<file path="src/rtl/bv_pkg.sv">
// Shared constants, state encodings and CRC step for the CCNET bill-validator emulator.
package bv_pkg;

    // Host command codes (also reused as reply command bytes)
    localparam logic [7:0] CMD_ACK     = 8'h00;
    localparam logic [7:0] CMD_RESET   = 8'h30;
    localparam logic [7:0] CMD_POLL    = 8'h33;
    localparam logic [7:0] CMD_ENABLE  = 8'h34;
    localparam logic [7:0] CMD_NAK     = 8'hFF;
    localparam logic [7:0] RSP_ILLEGAL = 8'h30;

    // Validator status codes reported in POLL replies
    localparam logic [7:0] ST_POWERUP  = 8'h10;
    localparam logic [7:0] ST_INIT     = 8'h13;
    localparam logic [7:0] ST_IDLE     = 8'h14;
    localparam logic [7:0] ST_ACCEPT   = 8'h15;
    localparam logic [7:0] ST_STACKING = 8'h17;
    localparam logic [7:0] ST_DISABLED = 8'h19;
    localparam logic [7:0] ST_REJECT   = 8'h1C;
    localparam logic [7:0] ST_STACKED  = 8'h81;

    localparam logic [7:0]  REJECT_REASON = 8'h66;
    localparam logic [7:0]  SYNC_BYTE     = 8'h02;
    localparam logic [15:0] CRC_POLY      = 16'h8408;

    typedef enum logic [2:0] {RX_HUNT, RX_ADR, RX_LNG, RX_BODY, RX_CHECK} rx_state_t;
    typedef enum logic [1:0] {TX_IDLE, TX_GAP, TX_SEND} tx_state_t;

    // One byte of the reflected CCNET CRC-16
    function automatic logic [15:0] crc16_byte(input logic [15:0] crc_in, input logic [7:0] data);
        logic [15:0] c;
        c = crc_in ^ {8'h00, data};
        for (int i = 0; i < 8; i++) begin
            c = c[0] ? ((c >> 1) ^ CRC_POLY) : (c >> 1);
        end
        return c;
    endfunction

endpackage

</file>
<file path="src/rtl/ccnet_crc16.sv">
// Bytewise CCNET CRC-16 accumulator. Clear and enable may coincide so the
// first byte of a frame can be folded in on the same cycle the CRC restarts.
module ccnet_crc16
    import bv_pkg::*;
(
    input  logic        clk,
    input  logic        rst,
    input  logic        i_clr,
    input  logic        i_en,
    input  logic [7:0]  i_data,
    output logic [15:0] o_crc
);

    logic [15:0] r_crc;
    logic [15:0] w_base;
    logic [15:0] w_next;

    assign w_base = i_clr ? 16'h0000 : r_crc;
    assign w_next = crc16_byte(w_base, i_data);

    // Accumulate one byte per enable, restart on clear
    always_ff @(posedge clk or posedge rst) begin
        if (rst) begin
            r_crc <= 16'h0000;
        end else if (i_en) begin
            r_crc <= w_next;
        end else if (i_clr) begin
            r_crc <= 16'h0000;
        end
    end

    assign o_crc = r_crc;

endmodule

</file>
<file path="src/rtl/bv_emulator.sv">
// CCNET bill-validator responder: parses host frames, tracks validator status,
// and answers through a byte-level transmitter handshake (half duplex).
module bv_emulator
    import bv_pkg::*;
#(
    parameter logic [7:0] ADDR         = 8'h03,
    parameter int         TIMEOUT_CYC  = 50000,
    parameter int         RESP_GAP_CYC = 20000,
    parameter int         MAX_LNG      = 16
) (
    input  logic       CLK_10MHZ,
    input  logic       RST,
    input  logic [7:0] rx_data,
    input  logic       rx_ready,
    output logic [7:0] tx_data,
    output logic       tx_start,
    input  logic       tx_busy,
    input  logic       bill_insert,
    input  logic [4:0] bill_code,
    output logic [7:0] bv_state,
    output logic       bill_pending,
    output logic [7:0] crc_err_cnt
);

    localparam int TO_W  = $clog2(TIMEOUT_CYC + 1);
    localparam int GAP_W = $clog2(RESP_GAP_CYC + 1);
    localparam logic [TO_W-1:0]  TO_LAST    = TO_W'(TIMEOUT_CYC - 1);
    localparam logic [GAP_W-1:0] GAP_LAST   = GAP_W'(RESP_GAP_CYC - 1);
    localparam logic [7:0]       MAX_LNG_B  = 8'(MAX_LNG);

    // ---------------- receive side ----------------
    rx_state_t         r_rx_state;
    logic              r_rx_ready_d;
    logic [4:0]        r_byte_idx;
    logic [4:0]        r_lng;
    logic [7:0]        r_cmd, r_d0, r_d1, r_d2, r_crc_lo, r_crc_hi;
    logic [TO_W-1:0]   r_idle_cnt;
    logic [15:0]       w_rx_crc;
    logic [4:0]        w_crc_lo_idx;
    logic              w_rx_stb, w_rx_crc_en, w_rx_crc_clr;

    // ---------------- status / control ----------------
    logic [7:0]  r_bv_state;
    logic [23:0] r_mask;
    logic        r_pending;
    logic [4:0]  r_code;
    logic [7:0]  r_crc_err;
    logic [23:0] w_new_mask;
    logic [31:0] w_mask_ext;
    logic        w_check, w_crc_ok, w_good, w_bad;
    logic        w_cmd_reset, w_cmd_poll, w_cmd_enable, w_cmd_ack, w_reply_now;
    logic [2:0]  w_rep_len;
    logic [7:0]  w_rep_b0, w_rep_b1;

    // ---------------- transmit side ----------------
    tx_state_t        r_tx_state;
    logic [GAP_W-1:0] r_gap_cnt;
    logic [2:0]       r_tx_idx, r_rep_len;
    logic [7:0]       r_rep_b0, r_rep_b1, r_tx_data;
    logic             r_tx_start, r_tx_busy_d;
    logic [15:0]      w_tx_crc;
    logic [7:0]       w_tx_byte;
    logic             w_tx_active, w_tx_launch;

    assign w_tx_active  = (r_tx_state != TX_IDLE);
    assign w_rx_stb     = rx_ready & ~r_rx_ready_d & ~w_tx_active;
    assign w_crc_lo_idx = r_lng - 5'd2;

    // CRC covers 02..last data byte; CRC bytes themselves are excluded
    assign w_rx_crc_clr = (r_rx_state == RX_HUNT);
    assign w_rx_crc_en  = w_rx_stb &&
                          (((r_rx_state == RX_HUNT) && (rx_data == SYNC_BYTE)) ||
                           (r_rx_state == RX_ADR) || (r_rx_state == RX_LNG) ||
                           ((r_rx_state == RX_BODY) && (r_byte_idx < w_crc_lo_idx)));

    ccnet_crc16 u_rx_crc (
        .clk    (CLK_10MHZ),
        .rst    (RST),
        .i_clr  (w_rx_crc_clr),
        .i_en   (w_rx_crc_en),
        .i_data (rx_data),
        .o_crc  (w_rx_crc)
    );

    // Edge detector for the receiver's level data_ready
    always_ff @(posedge CLK_10MHZ or posedge RST) begin
        if (RST) r_rx_ready_d <= 1'b0;
        else     r_rx_ready_d <= rx_ready;
    end

    // Receive FSM: frame parsing, field capture and inter-byte timeout
    always_ff @(posedge CLK_10MHZ or posedge RST) begin
        if (RST) begin
            r_rx_state <= RX_HUNT;
            r_byte_idx <= 5'd0;
            r_lng      <= 5'd0;
            r_cmd      <= 8'h00;
            r_d0       <= 8'h00;
            r_d1       <= 8'h00;
            r_d2       <= 8'h00;
            r_crc_lo   <= 8'h00;
            r_crc_hi   <= 8'h00;
            r_idle_cnt <= '0;
        end else if (w_tx_active) begin
            r_rx_state <= RX_HUNT;
            r_idle_cnt <= '0;
        end else begin
            case (r_rx_state)
                RX_HUNT: begin
                    r_idle_cnt <= '0;
                    if (w_rx_stb && (rx_data == SYNC_BYTE)) begin
                        r_rx_state <= RX_ADR;
                        r_cmd      <= 8'h00;
                        r_d0       <= 8'h00;
                        r_d1       <= 8'h00;
                        r_d2       <= 8'h00;
                    end
                end
                RX_CHECK: r_rx_state <= RX_HUNT;
                default: begin
                    if (w_rx_stb) begin
                        r_idle_cnt <= '0;
                        if (r_rx_state == RX_ADR) begin
                            r_rx_state <= (rx_data == ADDR) ? RX_LNG : RX_HUNT;
                        end else if (r_rx_state == RX_LNG) begin
                            if ((rx_data < 8'd6) || (rx_data > MAX_LNG_B)) begin
                                r_rx_state <= RX_HUNT;
                            end else begin
                                r_lng      <= rx_data[4:0];
                                r_byte_idx <= 5'd3;
                                r_rx_state <= RX_BODY;
                            end
                        end else begin
                            r_byte_idx <= r_byte_idx + 5'd1;
                            if (r_byte_idx < w_crc_lo_idx) begin
                                case (r_byte_idx)
                                    5'd3:    r_cmd <= rx_data;
                                    5'd4:    r_d0  <= rx_data;
                                    5'd5:    r_d1  <= rx_data;
                                    5'd6:    r_d2  <= rx_data;
                                    default: ;
                                endcase
                            end else if (r_byte_idx == w_crc_lo_idx) begin
                                r_crc_lo <= rx_data;
                            end else begin
                                r_crc_hi   <= rx_data;
                                r_rx_state <= RX_CHECK;
                            end
                        end
                    end else if (r_idle_cnt == TO_LAST) begin
                        r_rx_state <= RX_HUNT;
                    end else begin
                        r_idle_cnt <= r_idle_cnt + 1'b1;
                    end
                end
            endcase
        end
    end

    // Frame decode during the single CHECK cycle
    assign w_check      = (r_rx_state == RX_CHECK);
    assign w_crc_ok     = (w_rx_crc == {r_crc_hi, r_crc_lo});
    assign w_good       = w_check & w_crc_ok;
    assign w_bad        = w_check & ~w_crc_ok;
    assign w_cmd_reset  = w_good && (r_cmd == CMD_RESET);
    assign w_cmd_poll   = w_good && (r_cmd == CMD_POLL);
    assign w_cmd_enable = w_good && (r_cmd == CMD_ENABLE);
    assign w_cmd_ack    = w_good && (r_cmd == CMD_ACK);
    assign w_reply_now  = w_bad || (w_good && (r_cmd != CMD_ACK));
    assign w_new_mask   = {r_d0, r_d1, r_d2};
    assign w_mask_ext   = {8'h00, r_mask};

    // Reply contents, snapshotted from the status before any advance
    always_comb begin
        w_rep_len = 3'd6;
        w_rep_b0  = RSP_ILLEGAL;
        w_rep_b1  = 8'h00;
        if (w_bad) begin
            w_rep_b0 = CMD_NAK;
        end else if ((r_cmd == CMD_RESET) || (r_cmd == CMD_ENABLE)) begin
            w_rep_b0 = CMD_ACK;
        end else if (r_cmd == CMD_POLL) begin
            w_rep_b0 = r_bv_state;
            if (r_bv_state == ST_STACKED) begin
                w_rep_len = 3'd7;
                w_rep_b1  = {3'b000, r_code};
            end else if (r_bv_state == ST_REJECT) begin
                w_rep_len = 3'd7;
                w_rep_b1  = REJECT_REASON;
            end
        end
    end

    // Validator status machine, enable mask, pending bill and CRC error count
    always_ff @(posedge CLK_10MHZ or posedge RST) begin
        if (RST) begin
            r_bv_state <= ST_POWERUP;
            r_mask     <= 24'h0;
            r_pending  <= 1'b0;
            r_code     <= 5'd0;
            r_crc_err  <= 8'h00;
        end else begin
            if (w_bad && (r_crc_err != 8'hFF)) r_crc_err <= r_crc_err + 8'd1;
            if (w_cmd_reset) begin
                r_bv_state <= ST_POWERUP;
                r_mask     <= 24'h0;
                r_pending  <= 1'b0;
            end else if (w_cmd_enable) begin
                r_mask <= w_new_mask;
                if ((r_bv_state == ST_DISABLED) || (r_bv_state == ST_IDLE))
                    r_bv_state <= (w_new_mask != 24'h0) ? ST_IDLE : ST_DISABLED;
            end else if (w_cmd_poll) begin
                case (r_bv_state)
                    ST_POWERUP:  r_bv_state <= ST_INIT;
                    ST_INIT:     r_bv_state <= (r_mask == 24'h0) ? ST_DISABLED : ST_IDLE;
                    ST_ACCEPT:   r_bv_state <= ST_STACKING;
                    ST_STACKING: begin
                        r_bv_state <= ST_STACKED;
                        r_pending  <= 1'b1;
                    end
                    default: ;
                endcase
            end else if (w_cmd_ack) begin
                if (r_bv_state == ST_STACKED) begin
                    r_pending  <= 1'b0;
                    r_bv_state <= ST_IDLE;
                end else if (r_bv_state == ST_REJECT) begin
                    r_bv_state <= ST_IDLE;
                end
            end
            // Bill insertion only from idle; RESET/ENABLE in the same cycle take precedence
            if (bill_insert && (r_bv_state == ST_IDLE) && !w_cmd_reset && !w_cmd_enable) begin
                if (w_mask_ext[bill_code]) begin
                    r_bv_state <= ST_ACCEPT;
                    r_code     <= bill_code;
                end else begin
                    r_bv_state <= ST_REJECT;
                end
            end
        end
    end

    // Byte selector for the outgoing frame: header, payload, then running CRC
    always_comb begin
        w_tx_byte = r_rep_b1;
        case (r_tx_idx)
            3'd0: w_tx_byte = SYNC_BYTE;
            3'd1: w_tx_byte = ADDR;
            3'd2: w_tx_byte = {5'b00000, r_rep_len};
            3'd3: w_tx_byte = r_rep_b0;
            default: begin
                if (r_tx_idx == (r_rep_len - 3'd2))      w_tx_byte = w_tx_crc[7:0];
                else if (r_tx_idx == (r_rep_len - 3'd1)) w_tx_byte = w_tx_crc[15:8];
            end
        endcase
    end

    assign w_tx_launch = (r_tx_state == TX_SEND) && !r_tx_start && !tx_busy &&
                         !r_tx_busy_d && (r_tx_idx != r_rep_len);

    ccnet_crc16 u_tx_crc (
        .clk    (CLK_10MHZ),
        .rst    (RST),
        .i_clr  (w_tx_launch && (r_tx_idx == 3'd0)),
        .i_en   (w_tx_launch && (r_tx_idx < (r_rep_len - 3'd2))),
        .i_data (w_tx_byte),
        .o_crc  (w_tx_crc)
    );

    // Transmit FSM: response gap, then one byte per start/busy handshake
    always_ff @(posedge CLK_10MHZ or posedge RST) begin
        if (RST) begin
            r_tx_state  <= TX_IDLE;
            r_gap_cnt   <= '0;
            r_tx_idx    <= 3'd0;
            r_rep_len   <= 3'd6;
            r_rep_b0    <= 8'h00;
            r_rep_b1    <= 8'h00;
            r_tx_data   <= 8'h00;
            r_tx_start  <= 1'b0;
            r_tx_busy_d <= 1'b0;
        end else begin
            r_tx_busy_d <= tx_busy;
            case (r_tx_state)
                TX_IDLE: begin
                    if (w_reply_now) begin
                        r_rep_len  <= w_rep_len;
                        r_rep_b0   <= w_rep_b0;
                        r_rep_b1   <= w_rep_b1;
                        r_gap_cnt  <= '0;
                        r_tx_state <= TX_GAP;
                    end
                end
                TX_GAP: begin
                    if (r_gap_cnt == GAP_LAST) begin
                        r_tx_idx   <= 3'd0;
                        r_tx_state <= TX_SEND;
                    end else begin
                        r_gap_cnt <= r_gap_cnt + 1'b1;
                    end
                end
                TX_SEND: begin
                    if (r_tx_start) begin
                        if (tx_busy && !r_tx_busy_d) r_tx_start <= 1'b0;
                    end else if (!tx_busy && !r_tx_busy_d) begin
                        if (r_tx_idx == r_rep_len) begin
                            r_tx_state <= TX_IDLE;
                        end else begin
                            r_tx_data  <= w_tx_byte;
                            r_tx_start <= 1'b1;
                            r_tx_idx   <= r_tx_idx + 3'd1;
                        end
                    end
                end
                default: r_tx_state <= TX_IDLE;
            endcase
        end
    end

    assign tx_data      = r_tx_data;
    assign tx_start     = r_tx_start;
    assign bv_state     = r_bv_state;
    assign bill_pending = r_pending;
    assign crc_err_cnt  = r_crc_err;

endmodule
</file>
<file path="config.mk">
export PLATFORM = sky130hd
export DESIGN_NAME = bv_emulator
export DESIGN_NICKNAME = d
export VERILOG_FILES = /design/src/rtl/bv_pkg.sv /design/src/rtl/ccnet_crc16.sv /design/src/rtl/bv_emulator.sv
export SDC_FILE = /design/constraint.sdc
export NUM_CORES = 1
export LEC_CHECK = 0
export CAP_MARGIN = 10
export CORE_MARGIN = 5
export CORE_UTILIZATION = 55
export DETAILED_ROUTE_END_ITERATION = 12
export GPL_ROUTABILITY_DRIVEN = 0
export PLACE_DENSITY_LB_ADDON = 0.2
export SYNTH_ARGS = -nofsm -noshare
export SYNTH_HDL_FRONTEND = slang
export SYNTH_SLANG_ARGS = --single-unit
</file>
<file path="constraint.sdc">
create_clock -name CLK_10MHZ -period 19.4 [get_ports CLK_10MHZ]
set_clock_uncertainty 0.15 [all_clocks]
set_input_delay 2.91 -clock CLK_10MHZ [delete_from_list [all_inputs] [get_ports CLK_10MHZ]]
set_output_delay 2.91 -clock CLK_10MHZ [all_outputs]
set_load 0.05 [all_outputs]
</file>
Word level (Yosys, flattened, before mapping)
Index checks and enable logic that the tools add are counted.

operators by class
  $add $sub $neg = 8
  magnitude comparators = 5
  eq/ne operators = 55
  multiplexer cells = 118
  bitwise logic cells = 34
  reductions and logical operators = 74

operators by type and width
  operator                                              count
  2-to-1 mux 16 bit                                     23
  2-to-1 mux 8 bit                                      34
  one-hot mux 8 bit (2 select lines)                    4
  one-hot mux 8 bit (4 select lines)                    2
  equality test 8 x 5 -> 1 bit (second input constant)  7
  2-to-1 mux 24 bit                                     2
  NOT 2 -> 3 bit                                        16
  2-to-1 mux 3 bit                                      12
  2-to-1 mux 7 bit                                      5
  one-hot mux 16 bit (2 select lines)                   1
  AND reduction 8 bit                                   4
  XOR 16 x 8 -> 16 bit                                  2
  2-to-1 mux 15 bit                                     2
  one-hot mux 15 bit (2 select lines)                   1
  equality test 8 x 6 -> 1 bit (second input constant)  3
  logical NOT 24 bit                                    1
  nonzero test 24 bit                                   1
  logical AND 1 bit                                     21
  nonzero test 2 bit                                    10
  adder 16 x 1 -> 16 bit (second input constant)        1
  equality test 16 bit                                  1
  equality test 16 bit (second input constant)          1
  equality test 8 x 2 -> 1 bit (second input constant)  2
  2-to-1 mux 1 bit                                      16
  other kinds (57)                                      122

storage, ports and cells
  register bits = 205
  bits of input ports = 18
  output and inout port bits = 26
  logic and storage cells = 321

Longest topological paths before layout
  depth in word-level cells = 25
  gate-level depth with buffers = 12

Hierarchy
Synthesis repeated with hierarchy kept, for this count alone.

second synthesis, totals
  cells, all modules = 1079
  area, all modules = 10626.4 um2

by module, submodules not included
  module       times used  cells each  area an instance (um2)  seq. area each (um2)
  bv_emulator  1           865         8584.5                  4180.3
  ccnet_crc16  2           107         1021.0                  400.4

Least setup slack after synthesis
OpenSTA, ideal clock, no wires.

  path kind = in2reg
  start point = in bill_code[0]
  end point = reg r_bv_state[3] (netlist: bv_state[3])
  library setup time = 67 ps
  arrival = 4867 ps
  path slack = 14316 ps
  cell stages on the path = 8
  cell sequence = clkbuf_1 > mux4_2 > a2111oi_0 > a21oi_1 > and3_1 > clkbuf_1 > a311oi_1 > mux2_2

on the way
  longest elaborated chain between the ends = 4

ends and longest elaborated chain
  what                                    line                RTL
  from (decl)                             bv_emulator.sv:19   input logic [4:0] bill_code,
  binary-select mux 1 bit (select 5 bit)  bv_emulator.sv:233  if (w_mask_ext[bill_code]) begin
  2-to-1 mux 1 bit (implied by the code)  bv_emulator.sv:233
  2-to-1 mux 4 bit                        bv_emulator.sv:233
  2-to-1 mux 8 bit                        bv_emulator.sv:232  if (bill_insert && (r_bv_state == ST_IDLE) && !w_cmd_reset && !w_cmd_enable) begin
  to (signal assigned)                    bv_emulator.sv:211  r_bv_state <= (w_new_mask != 24'h0) ? ST_IDLE : ST_DISABLED;
  to (signal assigned)                    bv_emulator.sv:215  ST_INIT: r_bv_state <= (r_mask == 24'h0) ? ST_DISABLED : ST_IDLE;
  to (decl)                               bv_emulator.sv:43   logic [7:0] r_bv_state;

Every way passes these cells. The select of a mux whose other input is x is not followed.
A chain may end at the register's enable or synchronous reset.

Worst setup path after layout
  start point = in tx_busy
  end point = reg u_tx_crc.r_crc[10] (netlist: u_tx_crc.o_crc[10])

on the way
  longest elaborated chain between the ends = 17
  elaborated cells on any way between the ends = 19
  those cells by class = mux: 10; bitwise: 3; reduce/logical: 6

ends and longest elaborated chain
  what                                                                  line                RTL
  from (decl)                                                           bv_emulator.sv:17   input logic tx_busy,
  logical NOT 1 bit (*)                                                 bv_emulator.sv:258  assign w_tx_launch = (r_tx_state == TX_SEND) && !r_tx_start && !tx_busy &&
  logical AND 1 bit (*) (2 in series)                                   bv_emulator.sv:258
  logical AND 1 bit (*)                                                 bv_emulator.sv:259  !r_tx_busy_d && (r_tx_idx != r_rep_len);
  logical AND 1 bit                                                     bv_emulator.sv:264  .i_clr (w_tx_launch && (r_tx_idx == 3'd0)),
  2-to-1 mux 16 bit                                                     n/a
  XOR 16 x 8 -> 16 bit                                                  bv_pkg.sv:32        c = crc_in ^ {8'h00, data};
  2-to-1 mux 16 bit (3 in series)                                       bv_pkg.sv:34        c = c[0] ? ((c >> 1) ^ CRC_POLY) : (c >> 1);
  2-to-1 mux 16 bit or NOT 2 -> 3 bit (tied branches)                   n/a
  2-to-1 mux 16 bit (3 in series)                                       bv_pkg.sv:34
  NOT 2 -> 3 bit (no source line) or 2-to-1 mux 16 bit (tied branches)  n/a
  2-to-1 mux 16 bit                                                     bv_pkg.sv:34
  2-to-1 mux 16 bit (*)                                                 ccnet_crc16.sv:25   end else if (i_en) begin
  to (signal assigned)                                                  ccnet_crc16.sv:26   r_crc <= w_next;
  to (decl)                                                             ccnet_crc16.sv:14   logic [15:0] r_crc;

Mark *: on every way between the ends. The rest lies on a longest branch, timed or not.

==> results.json <==
{
  "hold_path.class": "register to register",
  "fmax_mhz": 188,
  "fillers": 1553,
  "dr.first_iter.drc_count": 636,
  "grt_pass1_vias": 7886,
  "grtUsageTotal": 0.223,
  "overflow": 0,
  "fin_setup_tns_ns": 0,
  "antenna_cells": 0,
  "clockRootBuffer": "clkbuf_16",
  "place_ws_ns": 13.62,
  "final_max_slew_viol_count": 0,
  "clockBufferDepth": 2,
  "drv_cap": 0,
  "async_flop_share": 1.00,
  "die_area_sq_um": 21900,
  "start_util": 0.560,
  "hold_buffers": 0,
  "crit_required_ns": 19.54,
  "setup_violations": 0,
  "drt-wirelength-per-cell_um": 17.5,
  "tightest_slew_ns": 1.01,
  "critPathSlowestCell": "clkdlybuf4s50_1",
  "port_buffers": 41,
  "antenna_found_initial": 0,
  "core-area_sq_um": 18700,
  "grt_first_pass_wirelength_mm": 40.0,
  "post_cts_buffers": 0,
  "cts_tree": "done",
  "vias": 8001,
  "path_clk_slew_ns": 0.08,
  "ys_seq_area_frac": 0.476,
  "synth_top_family_by_area": "simple AND/OR/NAND/NOR gates",
  "rows": 50,
  "finalHoldViolations": 0,
  "outcome": "complete, no violations",
  "final.period_utilization": 0.274,
  "synth-edff-count": 0,
  "io_pins": 44,
  "final_cells": 1341,
  "clk_latency_ns": 0.44,
  "clkSinkCount": 199,
  "crit_arrival_ns": 5.46,
  "final_nets": 1131,
  "ys.flop_type": "dfrtp_1",
  "synth-simple-area-share": 0.186,
  "cts_resized": 0,
  "synth_common_cells": "198 x dfrtp_1, 175 x nand2_1, 95 x o21ai_0, 72 x nor2_1",
  "drive_above_1_share": 0.107,
  "path_class": "primary input to register",
  "grt_setup_unrepaired": "false",
  "die_h_um": 148,
  "min_period_ns": 5.32,
  "ys_ff_latch": 199,
  "numCtsBuffers": 17,
  "synth.mux.area_fraction": 0.0828,
  "finalWorstSetupSlack_ns": 14.08,
  "yosysTopAreaCell": "dfrtp_1",
  "first_pass_iters": 6,
  "avgSynthCellArea_sq_um": 9.76,
  "placed_cells": 1309,
  "fp.dieW_um": 148,
  "worst_setup_path_start_kind": "primary input",
  "vias_per_cell": 5.97,
  "p_per_area_nw_per_um2": 97.8,
  "htreeDepth": 4,
  "drt.antenna.violating_nets": 0,
  "synth_xor_area_frac": 0.0785,
  "p_total_uw": 1140,
  "yosys_warnings": 0,
  "path_cells": "clkdlybuf4s50_1, or3_4, or2_1, buf_4, and2_1, o31a_1, a22oi_4, xnor2_2, xor2_1, o21ai_1",
  "syn-cell-area_sq_um": 10500,
  "synthAdderAreaFrac": 0.0237,
  "place_hpwl_mm": 16.2,
  "synth_top_area_share": 0.473,
  "wirelength_mm": 23.5,
  "cellLeakagePower_uw": 0.00525,
  "crit_fanout": 33,
  "ys_top_cells_by_area": "dfrtp_1 47%, nand2_1 6.3%, mux2_2 6.1%, xor2_1 4.8%, o21ai_0 4.5%",
  "grt_max_degree": 119,
  "area_delta_synth_final_pct": 11.4,
  "crit_path_max_incr_delay_ns": 0.44,
  "yosysMostFrequentCell": "dfrtp_1",
  "relSlewSlack": 0.329,
  "synth_cell_types": 75,
  "vdd_drop_max_v": 0.0000703,
  "drc_errors": 0,
  "syn-instance-count": 1073,
  "synth_compound_area_frac": 0.128,
  "end_kind": "register"
}
layer usage:
layer / part of all wire / wire length (um) / track usage / up-vias
li1: - / - / - / 3839
met1: 0.47 / 11100 / 0.313 / 3948
met2: 0.48 / 11200 / 0.360 / 188
met3: 0.037 / 882 / 0.0408 / 26
met4: 0.013 / 301 / 0.0577 / 0
met5: 0 / 0 / 0 / -
metrics by stage:
stage | hold WS [ns] | instance area, sq um | util
after global placement | 0.312 | 11000 | 0.591
final | 0.337 | 11700 | 0.624
after floorplan | 0.292 | 10500 | -
after global routing | 0.355 | 11700 | 0.624
after detailed placement | 0.327 | 11000 | 0.591
after CTS | 0.344 | 11700 | 0.624
worst max-delay path, delay by kind of cell:
| kind | cells | cell delay (ns) |
|---|---|---|
| AO/OA/AOI/OAI | 3 | 0.65 |
| XOR/XNOR | 2 | 0.34 |
| buffers and inverters | 2 | 0.68 |
| AND/OR/NAND/NOR | 3 | 0.88 |
power breakdown:
part | switching [uW] | internal (uW)
clock network | 176 | 198
registers | 33.4 | 442
logic | 186 | 105
worst paths after layout:
path,from,endpoint,slack [ns],depth (start not counted)
min,tx_data[7],tx_data[7],0.34,2
max,tx_busy,u_tx_crc.o_crc[10],14.08,10
max reg2reg,r_tx_idx[1],u_tx_crc.o_crc[9],15.57,9
max in group asynchronous,RST,r_rep_len[0],14.65,3
min in group asynchronous,RST,tx_data[6],2.90,2
min reg2reg,tx_data[7],tx_data[7],0.34,2
final cells by class:
cell class | instances | area [sq um] | share of cell area
Multi-Input combinational cell | 809 | 5230 | 0.448
Tap cell | 234 | 293 | 0.0251
Inverter | 19 | 78.8 | 0.00676
Timing Repair Buffer | 48 | 463 | 0.0397
Clock inverter | 15 | 196 | 0.0168
Clock buffer | 17 | 425 | 0.0365
Sequential cell | 199 | 4980 | 0.427
cells in the final DEF, fill, tap and decap left out, types with 6 or more instances in the layout:
master,instances
xnor2_1,35
nor4_1,19
nor2b_1,7
mux4_2,6
o21ai_0,95
o21a_1,6
clkdlybuf4s50_1,41
mux2i_1,9
mux2_2,57
dfrtp_1,198
inv_6,7
nand2_1,175
ha_1,19
a21oi_1,36
and3_1,14
nand4_1,23
and2_1,13
o21ai_1,6
inv_1,18
nand3_1,27
nor3_1,16
clkbuf_16,17
buf_4,7
xor2_1,57
nor2_1,72
or3_1,7
a211oi_1,10
flip-flops by register name (all words and copies together) (netlist names), 2 cells and up:
signal,count
r_byte_idx,5
r_cmd,8
crc_err_cnt,8
r_rep_b0,8
r_code,5
r_rx_state,3
r_d2,8
r_tx_idx,3
r_gap_cnt,15
r_lng,5
r_mask,24
r_crc_lo,8
r_idle_cnt,16
tx_data,8
r_crc_hi,8
u_tx_crc.o_crc,16
r_d0,8
u_rx_crc.o_crc,16
r_tx_state,2
r_d1,8
bv_state,6
r_rep_b1,6
kinds of logic after synthesis:
logic type	count (synthesis)
mux	72
compound gates	215
buf+inv	66
xor+xnor	93
simple gates	407
other cells	1
flops	199
fa+ha+maj	20
(Power assumes the default switching activity.)
